File: config.mk
export PLATFORM = sky130hd
export DESIGN_NAME = vid_pattern_gen
export DESIGN_NICKNAME = d
export VERILOG_FILES = /design/src/rtl/vid_pkg.sv /design/src/rtl/vid_timing.sv /design/src/rtl/vid_pattern_gen.sv
export SDC_FILE = /design/constraint.sdc
export NUM_CORES = 1
export LEC_CHECK = 0
export BUFFER_PORTS_ARGS = -buffer_cell sky130_fd_sc_hd__buf_2
export CORE_MARGIN = 5
export CORE_UTILIZATION = 45
export CTS_BUF_LIST = sky130_fd_sc_hd__clkbuf_16
export DETAILED_ROUTE_END_ITERATION = 12
export REMOVE_ABC_BUFFERS = 1
export SKIP_CTS_REPAIR_TIMING = 1
export SLEW_MARGIN = 20
export SYNTH_ARGS = -nofsm -noshare
export SYNTH_HDL_FRONTEND = slang
export SYNTH_HIERARCHICAL = 1
export SYNTH_SLANG_ARGS = --single-unit
File: constraint.sdc
create_clock -name clk -period 5.65 [get_ports clk]
set_input_delay 1.13 -clock clk [delete_from_list [all_inputs] [get_ports clk]]
set_output_delay 1.13 -clock clk [all_outputs]
set_load 0.01 [all_outputs]
File: src/rtl/vid_pkg.sv
// vid_pkg: pattern encodings, colour-bar table and default 640x480@60 timing
package vid_pkg;
  localparam logic [1:0] PAT_BARS  = 2'd0;
  localparam logic [1:0] PAT_CHECK = 2'd1;
  localparam logic [1:0] PAT_GREY  = 2'd2;
  localparam logic [1:0] PAT_BOX   = 2'd3;
  // per-bar {r,g,b} full/zero flags: white, yellow, cyan, green, magenta, red, blue, black
  localparam logic [0:7][2:0] BAR_RGB = {3'b111, 3'b110, 3'b011, 3'b010,
                                         3'b101, 3'b100, 3'b001, 3'b000};
  localparam int DEF_H_ACTIVE = 640;
  localparam int DEF_H_FP     = 16;
  localparam int DEF_H_SYNC   = 96;
  localparam int DEF_H_BP     = 48;
  localparam int DEF_V_ACTIVE = 480;
  localparam int DEF_V_FP     = 10;
  localparam int DEF_V_SYNC   = 2;
  localparam int DEF_V_BP     = 33;
endpackage

File: src/rtl/vid_timing.sv
// vid_timing: h/v raster counters with de, sync windows and frame-boundary strobes
module vid_timing #(
  parameter int H_ACTIVE = 640,
  parameter int H_FP     = 16,
  parameter int H_SYNC   = 96,
  parameter int H_BP     = 48,
  parameter int V_ACTIVE = 480,
  parameter int V_FP     = 10,
  parameter int V_SYNC   = 2,
  parameter int V_BP     = 33,
  parameter int CNT_W    = 12
) (
  input  logic             clk,
  input  logic             rst,
  input  logic             en_i,
  output logic [CNT_W-1:0] h_o,
  output logic [CNT_W-1:0] v_o,
  output logic             de_o,
  output logic             hs_o,
  output logic             vs_o,
  output logic             first_o,
  output logic             last_o
);
  localparam int H_TOTAL = H_ACTIVE + H_FP + H_SYNC + H_BP;
  localparam int V_TOTAL = V_ACTIVE + V_FP + V_SYNC + V_BP;
  localparam logic [CNT_W-1:0] HA  = CNT_W'(H_ACTIVE);
  localparam logic [CNT_W-1:0] HS0 = CNT_W'(H_ACTIVE + H_FP);
  localparam logic [CNT_W-1:0] HS1 = CNT_W'(H_ACTIVE + H_FP + H_SYNC);
  localparam logic [CNT_W-1:0] HL  = CNT_W'(H_TOTAL - 1);
  localparam logic [CNT_W-1:0] VA  = CNT_W'(V_ACTIVE);
  localparam logic [CNT_W-1:0] VS0 = CNT_W'(V_ACTIVE + V_FP);
  localparam logic [CNT_W-1:0] VS1 = CNT_W'(V_ACTIVE + V_FP + V_SYNC);
  localparam logic [CNT_W-1:0] VL  = CNT_W'(V_TOTAL - 1);
  localparam logic [CNT_W-1:0] ONE = CNT_W'(1);
  logic [CNT_W-1:0] h_q, h_d, v_q, v_d;
  always_comb begin
    h_d = !en_i ? '0 : (h_q == HL) ? '0 : h_q + ONE;
    v_d = !en_i ? '0 : (h_q != HL) ? v_q : (v_q == VL) ? '0 : v_q + ONE;
  end
  always_ff @(posedge clk or negedge rst) begin
    if (!rst) begin
      h_q <= '0;
      v_q <= '0;
    end else begin
      h_q <= h_d;
      v_q <= v_d;
    end
  end
  assign h_o     = h_q;
  assign v_o     = v_q;
  assign de_o    = (h_q < HA) && (v_q < VA);
  assign hs_o    = (h_q >= HS0) && (h_q < HS1);
  assign vs_o    = (v_q >= VS0) && (v_q < VS1);
  assign first_o = (h_q == '0) && (v_q == '0);
  assign last_o  = (h_q == HL) && (v_q == VL);
endmodule

File: src/rtl/vid_pattern_gen.sv
// vid_pattern_gen: video timing + four test patterns with registered outputs.
// Define MOVING_BOX_EN to build the bouncing box for pattern 3 (black otherwise).
module vid_pattern_gen
  import vid_pkg::*;
#(
  parameter int   H_ACTIVE = DEF_H_ACTIVE,
  parameter int   H_FP     = DEF_H_FP,
  parameter int   H_SYNC   = DEF_H_SYNC,
  parameter int   H_BP     = DEF_H_BP,
  parameter int   V_ACTIVE = DEF_V_ACTIVE,
  parameter int   V_FP     = DEF_V_FP,
  parameter int   V_SYNC   = DEF_V_SYNC,
  parameter int   V_BP     = DEF_V_BP,
  parameter logic HS_POL   = 1'b0,
  parameter logic VS_POL   = 1'b0,
  parameter int   COLOR_W  = 8,
  parameter int   CNT_W    = 12
) (
  input  logic               clk,
  input  logic               rst,
  input  logic               en,
  input  logic [1:0]         pattern_sel,
  output logic               hsync,
  output logic               vsync,
  output logic               de,
  output logic [COLOR_W-1:0] r,
  output logic [COLOR_W-1:0] g,
  output logic [COLOR_W-1:0] b,
  output logic               frame_start
);
  localparam logic [CNT_W-1:0] BW = CNT_W'(H_ACTIVE / 8);
  localparam logic [CNT_W-1:0] SEVEN = CNT_W'(7);
  logic [CNT_W-1:0] h, v, bar_n;
  logic de_c, hs_c, vs_c, first_c, last_c, grey;
  logic [1:0] pat_q, pat;
  logic [2:0] bar_idx, box_f, f;
  logic [COLOR_W-1:0] r_c, g_c, b_c;
  logic hsync_q, vsync_q, de_q, fs_q;
  logic [COLOR_W-1:0] r_q, g_q, b_q;
  vid_timing #(
    .H_ACTIVE(H_ACTIVE), .H_FP(H_FP), .H_SYNC(H_SYNC), .H_BP(H_BP),
    .V_ACTIVE(V_ACTIVE), .V_FP(V_FP), .V_SYNC(V_SYNC), .V_BP(V_BP),
    .CNT_W(CNT_W)
  ) u_timing (
    .clk(clk), .rst(rst), .en_i(en),
    .h_o(h), .v_o(v), .de_o(de_c), .hs_o(hs_c), .vs_o(vs_c),
    .first_o(first_c), .last_o(last_c)
  );
  // the selector is sampled at (0,0) and that same pixel already uses it
  assign pat = first_c ? pattern_sel : pat_q;
`ifdef MOVING_BOX_EN
  localparam logic [CNT_W-1:0] XMAX = CNT_W'(H_ACTIVE - 32);
  localparam logic [CNT_W-1:0] YMAX = CNT_W'(V_ACTIVE - 32);
  localparam logic [CNT_W-1:0] SZ   = CNT_W'(32);
  localparam logic [CNT_W-1:0] ONE  = CNT_W'(1);
  logic [CNT_W-1:0] bx_q, bx_d, by_q, by_d;
  logic dx_q, dx_d, dy_q, dy_d, in_box;
  always_comb begin
    bx_d = dx_q ? bx_q + ONE : bx_q - ONE;
    by_d = dy_q ? by_q + ONE : by_q - ONE;
    dx_d = (bx_d == '0 || bx_d == XMAX) ? ~dx_q : dx_q;
    dy_d = (by_d == '0 || by_d == YMAX) ? ~dy_q : dy_q;
  end
  always_ff @(posedge clk or negedge rst) begin
    if (!rst) begin
      {bx_q, by_q} <= '0;
      {dx_q, dy_q} <= 2'b11;
    end else if (!en) begin
      {bx_q, by_q} <= '0;
      {dx_q, dy_q} <= 2'b11;
    end else if (last_c) begin
      {bx_q, by_q} <= {bx_d, by_d};
      {dx_q, dy_q} <= {dx_d, dy_d};
    end
  end
  assign in_box = (h >= bx_q) && (h < bx_q + SZ) && (v >= by_q) && (v < by_q + SZ);
  assign box_f  = in_box ? 3'b111 : 3'b001;
`else
  logic v_unused;
  assign v_unused = ^v;
  assign box_f    = 3'b000;
`endif
  assign bar_n   = h / BW;
  assign bar_idx = (bar_n > SEVEN) ? 3'd7 : bar_n[2:0];
  assign f = (pat == PAT_BARS)  ? BAR_RGB[bar_idx] :
             (pat == PAT_CHECK) ? {3{~(h[5] ^ v[5])}} :
             (pat == PAT_BOX)   ? box_f : 3'b000;
  assign grey = (pat == PAT_GREY);
  assign r_c  = grey ? h[COLOR_W-1:0] : {COLOR_W{f[2]}};
  assign g_c  = grey ? h[COLOR_W-1:0] : {COLOR_W{f[1]}};
  assign b_c  = grey ? h[COLOR_W-1:0] : {COLOR_W{f[0]}};
  always_ff @(posedge clk or negedge rst) begin
    if (!rst) begin
      hsync_q <= ~HS_POL;
      vsync_q <= ~VS_POL;
      {de_q, fs_q} <= 2'b00;
      {r_q, g_q, b_q} <= '0;
      pat_q <= PAT_BARS;
    end else if (!en) begin
      hsync_q <= ~HS_POL;
      vsync_q <= ~VS_POL;
      {de_q, fs_q} <= 2'b00;
      {r_q, g_q, b_q} <= '0;
    end else begin
      hsync_q <= hs_c ? HS_POL : ~HS_POL;
      vsync_q <= vs_c ? VS_POL : ~VS_POL;
      de_q    <= de_c;
      fs_q    <= first_c;
      r_q     <= de_c ? r_c : '0;
      g_q     <= de_c ? g_c : '0;
      b_q     <= de_c ? b_c : '0;
      pat_q   <= first_c ? pattern_sel : pat_q;
    end
  end
  assign hsync       = hsync_q;
  assign vsync       = vsync_q;
  assign de          = de_q;
  assign r           = r_q;
  assign g           = g_q;
  assign b           = b_q;
  assign frame_start = fs_q;
endmodule

==> results.sh, run 1 <==
export IMPL_first_iter_violations=147
export IMPL_run_status="complete, no violations"
export IMPL_wire_per_inst_um=16.06
export IMPL_fin_skew_ns=0.005806
export IMPL_post_route_drc_count=0
export IMPL_path_cells="nor4_4 -> nand3_1 -> nor3_1 -> mux2_2 -> nor2_1 -> a211oi_1 -> a21oi_1 -> o21ba_1"
export IMPL_rsz0062_at_grt="false"
export IMPL_die_area_um2=8653
export IMPL_peakVddDrop_v=0.0001455
export IMPL_hold_path_class="register to register"
export IMPL_syn_to_final_growth_pct=9.923
export IMPL_tns_ns=0
export IMPL_nets=342
export IMPL_vias=2359
export IMPL_cpPeakStageDelay_ns=0.67
export IMPL_grt_pass1_vias=2290
export IMPL_synthesis_area_um2=3102
export IMPL_avgSynthCellArea_um2=10.01
export IMPL_critPathMaxFanout=20
export IMPL_power_leakage_nw=1.516
export IMPL_numCtsBuffers=5
export IMPL_grt_max_degree=55
export IMPL_start_util_pct=45.91
export IMPL_clockBufferDepth=2
export IMPL_max_freq_mhz=289.6
export IMPL_netlist_instances=310
export IMPL_antenna_cells=0
export IMPL_slowest_stage="nor3_1"
export IMPL_worstSetupEndpointType="register"
export IMPL_final_cells=414
export IMPL_worstSetupPathType="register to register"
export IMPL_drv_slew=0
export IMPL_vias_per_cell=5.698
export IMPL_die_height_um=93.02
export IMPL_io_pins=33
export IMPL_min_period_over_period_pct=61.11
export IMPL_gp_congestion=0.8514
export IMPL_ant_nets=0
export IMPL_fin_hold_ws_ns=0.5402
export IMPL_worstSkewPairLatency_ns=0.29
export IMPL_yosysWarnings=6
export IMPL_overflow=0
export IMPL_nFillCells=632
export IMPL_cts_clk_slew_worst_paths_ns=0.07
export IMPL_antenna_found_initial=0
export IMPL_dp_hpwl_mm=4.629
export IMPL_core_um2=6756
export IMPL_drt_wl_total_mm=6.647
export IMPL_critPathLaunchType="register"
export IMPL_period_needed_ns=3.453
export IMPL_dpl_cell_area_um2=3251
export IMPL_dp_cells=406
export IMPL_die_w_um=93.02
export IMPL_crit_arrival_ns=3.68
export IMPL_port_buffers=32
export IMPL_drive_above_1_share_pct=20.06
export IMPL_clock_sinks=54
export IMPL_grt_util_all_layers_pct=16.66
export IMPL_grt_pass1_wl_mm=11.71
export IMPL_cts_root_buf="clkbuf_16"
export IMPL_required_ns=5.88
export IMPL_rows=30
export IMPL_first_pass_iters=4
export IMPL_hold_violations=0
export IMPL_htree_num_levels=2
export IMPL_max_slew_worst_pin_slew_ns=0.7959
export IMPL_drv_cap=0
export IMPL_setup_viol=0
export IMPL_slew_headroom_pct=46.53
export IMPL_cts_tree="done"
export IMPL_design_area_um2=3410
export IMPL_pwr_density_cell_nw_per_um2=268.7
cell usage in the layout (no fill, tap or decap), drive strengths merged, types with 4 or more instances in the layout:
master / n
o21ai: 20
nor2: 34
nor3: 11
nand4: 8
o21ba: 8
xor2: 11
a21o: 5
clkbuf: 5
and2: 5
o31ai: 7
inv: 15
nand3: 10
dfrtp: 52
a21oi: 5
mux2: 7
ha: 4
buf: 33
xnor2: 5
nor4: 7
nor2b: 10
and3: 9
nand2: 12
power breakdown:
group	internal (W)	switching, W
Combinational	0.0000661	0.0000976
Clock	0.000169	0.000145
Sequential	0.000425	0.0000132
Total	0.000660	0.000256
final timing paths:
| check | start | endpoint | slack [ns] | cells after the start |
|---|---|---|---|---|
| worst min-delay path | u_timing/h_o[0] | u_timing/h_o[0] | 0.54 | 1 |
| max in group asynchronous | rst | u_timing/h_o[4] | 4.25 | 2 |
| worst max-delay path | u_timing/h_o[7] | r[1] | 2.20 | 8 |
| worst min register to register | u_timing/h_o[0] | u_timing/h_o[0] | 0.54 | 1 |
| worst max register to register | u_timing/h_o[7] | r[1] | 2.20 | 8 |
| min in group asynchronous | rst | b[1] | 0.95 | 2 |
metal layers:
| metal | global-route usage (%) | share of wire, % |
|---|---|---|
| met3 | 3.862 | 4.6 |
| met2 | 25.25 | 46 |
| met5 | 0 | 0 |
| met4 | 4.151 | 0.83 |
| met1 | 24.04 | 49 |
critical path: cells and delay by family, from the launching register on:
family | cells | cell delay, ns
AND/OR/NAND/NOR | 4 | 1.36
AO/OA/AOI/OAI | 3 | 0.92
multiplexers | 1 | 0.45
flip-flops | 1 | 0.64
through the flow:
step                worst slack [ns]  total power [W]  utilization (%)
floorplan                      2.701        0.0005427                -
global placement               2.295        0.0006090            48.11
detailed placement             2.149        0.0006105            48.11
CTS                            2.137        0.0009316            50.39
global route                   1.878        0.0009693            50.46
finish                         2.197        0.0009161            50.46
layout make-up:
type | instances | area, um^2 | area share, %
clock buffer | 5 | 125.1 | 3.670
clock inverter | 3 | 28.78 | 0.8440
inverter | 14 | 52.55 | 1.541
multi-input combinational | 225 | 1582 | 46.39
sequential | 54 | 1354 | 39.71
tap | 80 | 100.1 | 2.936
timing repair buffer | 33 | 167.7 | 4.917
flip-flops by register name, indices dropped and copies added, names as in the netlist:
register and count:
de 1, g 8, vsync 1, hsync 1, u_timing/v_o 12, frame_start 1, u_timing/h_o 12, pat_q 2
b 8, r 8
(Power assumes the default switching activity.)
==> run 2: changes to the inputs <==
Settings changed: ABC_AREA set to 1, PLACE_DENSITY set to 0.66.
Clock period 5.65 ns to 2.86 ns, I/O delays scaled along.
==> run 2 against run 1 <==
Against the previous run:
- cell area increased by 6.5%
- final cell count increased by 34%
- power increased by 100%
- critical path depth increased by 14
- non-clock buffer count increased by 6
- maximum frequency increased by 36%
- clock power increased by 120%
- critical path type unchanged
- highest routed layer unchanged
==> results.sh, run 2 <==
export IMPL_io_pins=33
export IMPL_ff2ff_setup_slack_ns=0.32
export IMPL_hold_violations=0
export IMPL_worstSkewPairLatency_ns=0.29
export IMPL_gp_congestion=0.8677
export IMPL_grt_util_all_layers_pct=16.37
export IMPL_post_route_drc_count=0
export IMPL_fin_util_pct=53.17
export IMPL_syn_to_final_growth_pct=14.97
export IMPL_critPathMaxFanout=10
export IMPL_fin_hold_ws_ns=0.1032
export IMPL_period_needed_ns=2.541
export IMPL_cts_clk_slew_worst_paths_ns=0.07
export IMPL_reg2reg_from="u_timing/h_o[9]"
export IMPL_crit_arrival_ns=2.70
export IMPL_worstSetupPathType="register to register"
export IMPL_clock_sinks=54
export IMPL_synthesis_area_um2=3159
export IMPL_first_pass_iters=4
export IMPL_core_um2=6832
export IMPL_swShare_pct=26.76
export IMPL_cts_tree="done"
export IMPL_pre_cts_ws_ns=0.3440
export IMPL_setup_viol=0
export IMPL_final_common_cell="nand2_1"
export IMPL_ant_nets=0
export IMPL_die_w_um=93.79
export IMPL_max_freq_mhz=393.6
export IMPL_htree_num_levels=2
export IMPL_numCtsBuffers=5
export IMPL_fin_skew_ns=0.006161
export IMPL_critPathLaunchType="register"
export IMPL_vias_per_cell=4.883
export IMPL_p_clk_share_pct=37.9
export IMPL_die_height_um=93.79
export IMPL_grt_max_degree=48
export IMPL_endpoint="b[4]"
export IMPL_setup_ws_ns=0.3191
export IMPL_drive_above_1_share_pct=21.57
export IMPL_vias=2710
export IMPL_design_area_um2=3632
export IMPL_clockBufferDepth=2
export IMPL_power_leakage_nw=1.937
export IMPL_hold_path_class="input port to asynchronous set/reset pin"
export IMPL_nets=467
export IMPL_run_status="complete, no violations"
export IMPL_reg2regPathDepth=22
export IMPL_first_iter_violations=124
export IMPL_pwr_density_cell_nw_per_um2=513.3
export IMPL_dp_hpwl_mm=5.210
export IMPL_grt_pass1_wl_mm=11.63
export IMPL_die_area_um2=8797
export IMPL_rows=30
export IMPL_avgSynthCellArea_um2=7.576
export IMPL_grt_pass1_vias=2572
export IMPL_dpl_cell_area_um2=3460
export IMPL_combPwrFrac_pct=15.9
export IMPL_required_ns=3.02
export IMPL_layout_common_cells="nand2_1 (108), nor2_1 (63), dfrtp_1 (52)"
export IMPL_drt_wl_total_mm=6.882
export IMPL_antenna_found_initial=0
export IMPL_rsz0062_at_grt="false"
export IMPL_wire_per_inst_um=12.40
export IMPL_worstSetupEndpointType="register"
export IMPL_timing_rr_end="b[4]"
export IMPL_drv_cap=0
export IMPL_tns_ns=0
export IMPL_peakVddDrop_v=0.0002323
export IMPL_antenna_cells=0
export IMPL_port_buffers=32
export IMPL_slew_headroom_pct=60.44
export IMPL_min_period_over_period_pct=88.84
export IMPL_yosysWarnings=6
export IMPL_power_internal_w=0.001365
export IMPL_overflow=0
export IMPL_cts_root_buf="clkbuf_16"
export IMPL_max_slew_worst_pin_slew_ns=0.5935
export IMPL_pwr_share_seq_pct=46.2
export IMPL_netlist_instances=417
export IMPL_start_util_pct=46.25
export IMPL_drv_slew=0
export IMPL_startpoint="u_timing/h_o[9]"
export IMPL_p_sw_w=0.0004990
-- run 2: changes by cell type in the layout (fill, tap and decap cells not counted), moves of 10 or more --
cell	before	now
inv_1	14	45
nand2_1	12	108
nand2_2	0	13
nand2_4	0	10
nand3_1	9	31
nor2_1	34	63
nor2_2	0	10
-- run 2: power groups by stage --
stage	Clock [W]	Sequential [W]	Combinational (W)
floorplan	0	0.000914	0.000125
detailed placement	0	0.000876	0.000304
finish	0.000706	0.000861	0.000297
CTS	0.000717	0.000861	0.000304
global placement	0	0.000875	0.000299
global route	0.000753	0.000868	0.000332
-- run 2: stage by stage --
stage / total power, W / instances
after CTS: 0.001882 / 555
after floorplan: 0.001038 / 412
after global routing: 0.001953 / 555
after detailed placement: 0.001180 / 547
after global placement: 0.001174 / 547
final: 0.001864 / 555
-- run 2: cell type report --
type	instances	area, um^2
tap	96	120.1
timing repair buffer	39	212.7
fill	659	3199
sequential	54	1354
clock inverter	3	47.55
multi-input combinational	304	1569
clock buffer	5	125.1
inverter	54	203.9
-- run 2: how the worst min path moves through the flow --
stage / endpoint / startpoint / cells past startpoint / slack (ns)
global route: g[7] / rst / 1 / 0.1
finish: r[6] / rst / 1 / 0.10
floorplan: b[0] / rst / 0 / 0.28
detailed placement: r[7] / rst / 1 / 0.41
CTS: b[7] / rst / 1 / 0.11
global placement: r[5] / rst / 1 / 0.41
-- run 2: layer usage --
layer	routed length (um)	GRT usage (%)	up-vias
met1	3066	20.25	1236
met5	0	0	-
li1	-	-	1400
met3	320	4.247	6
met4	45	3.369	0
met2	3449	28.68	68
-- run 2: critical path, cell delays in order, from the launching register on --
cell,delay [ns]
dfrtp_1,0.48
o21ai_1,0.21
nand2_1,0.10
nand2_1,0.09
clkinv_2,0.09
nand3_2,0.12
nand3_4,0.10
nand2_4,0.09
nand2_4,0.06
nand2_1,0.07
nand3_2,0.10
nand2_4,0.10
nand3_1,0.08
nand2_2,0.09
nand2_2,0.06
nand2_2,0.07
nand2_2,0.07
nand2_1,0.06
nand2_1,0.04
nand2_1,0.08
nand2_2,0.07
nand2_4,0.15
nor2_2,0.04
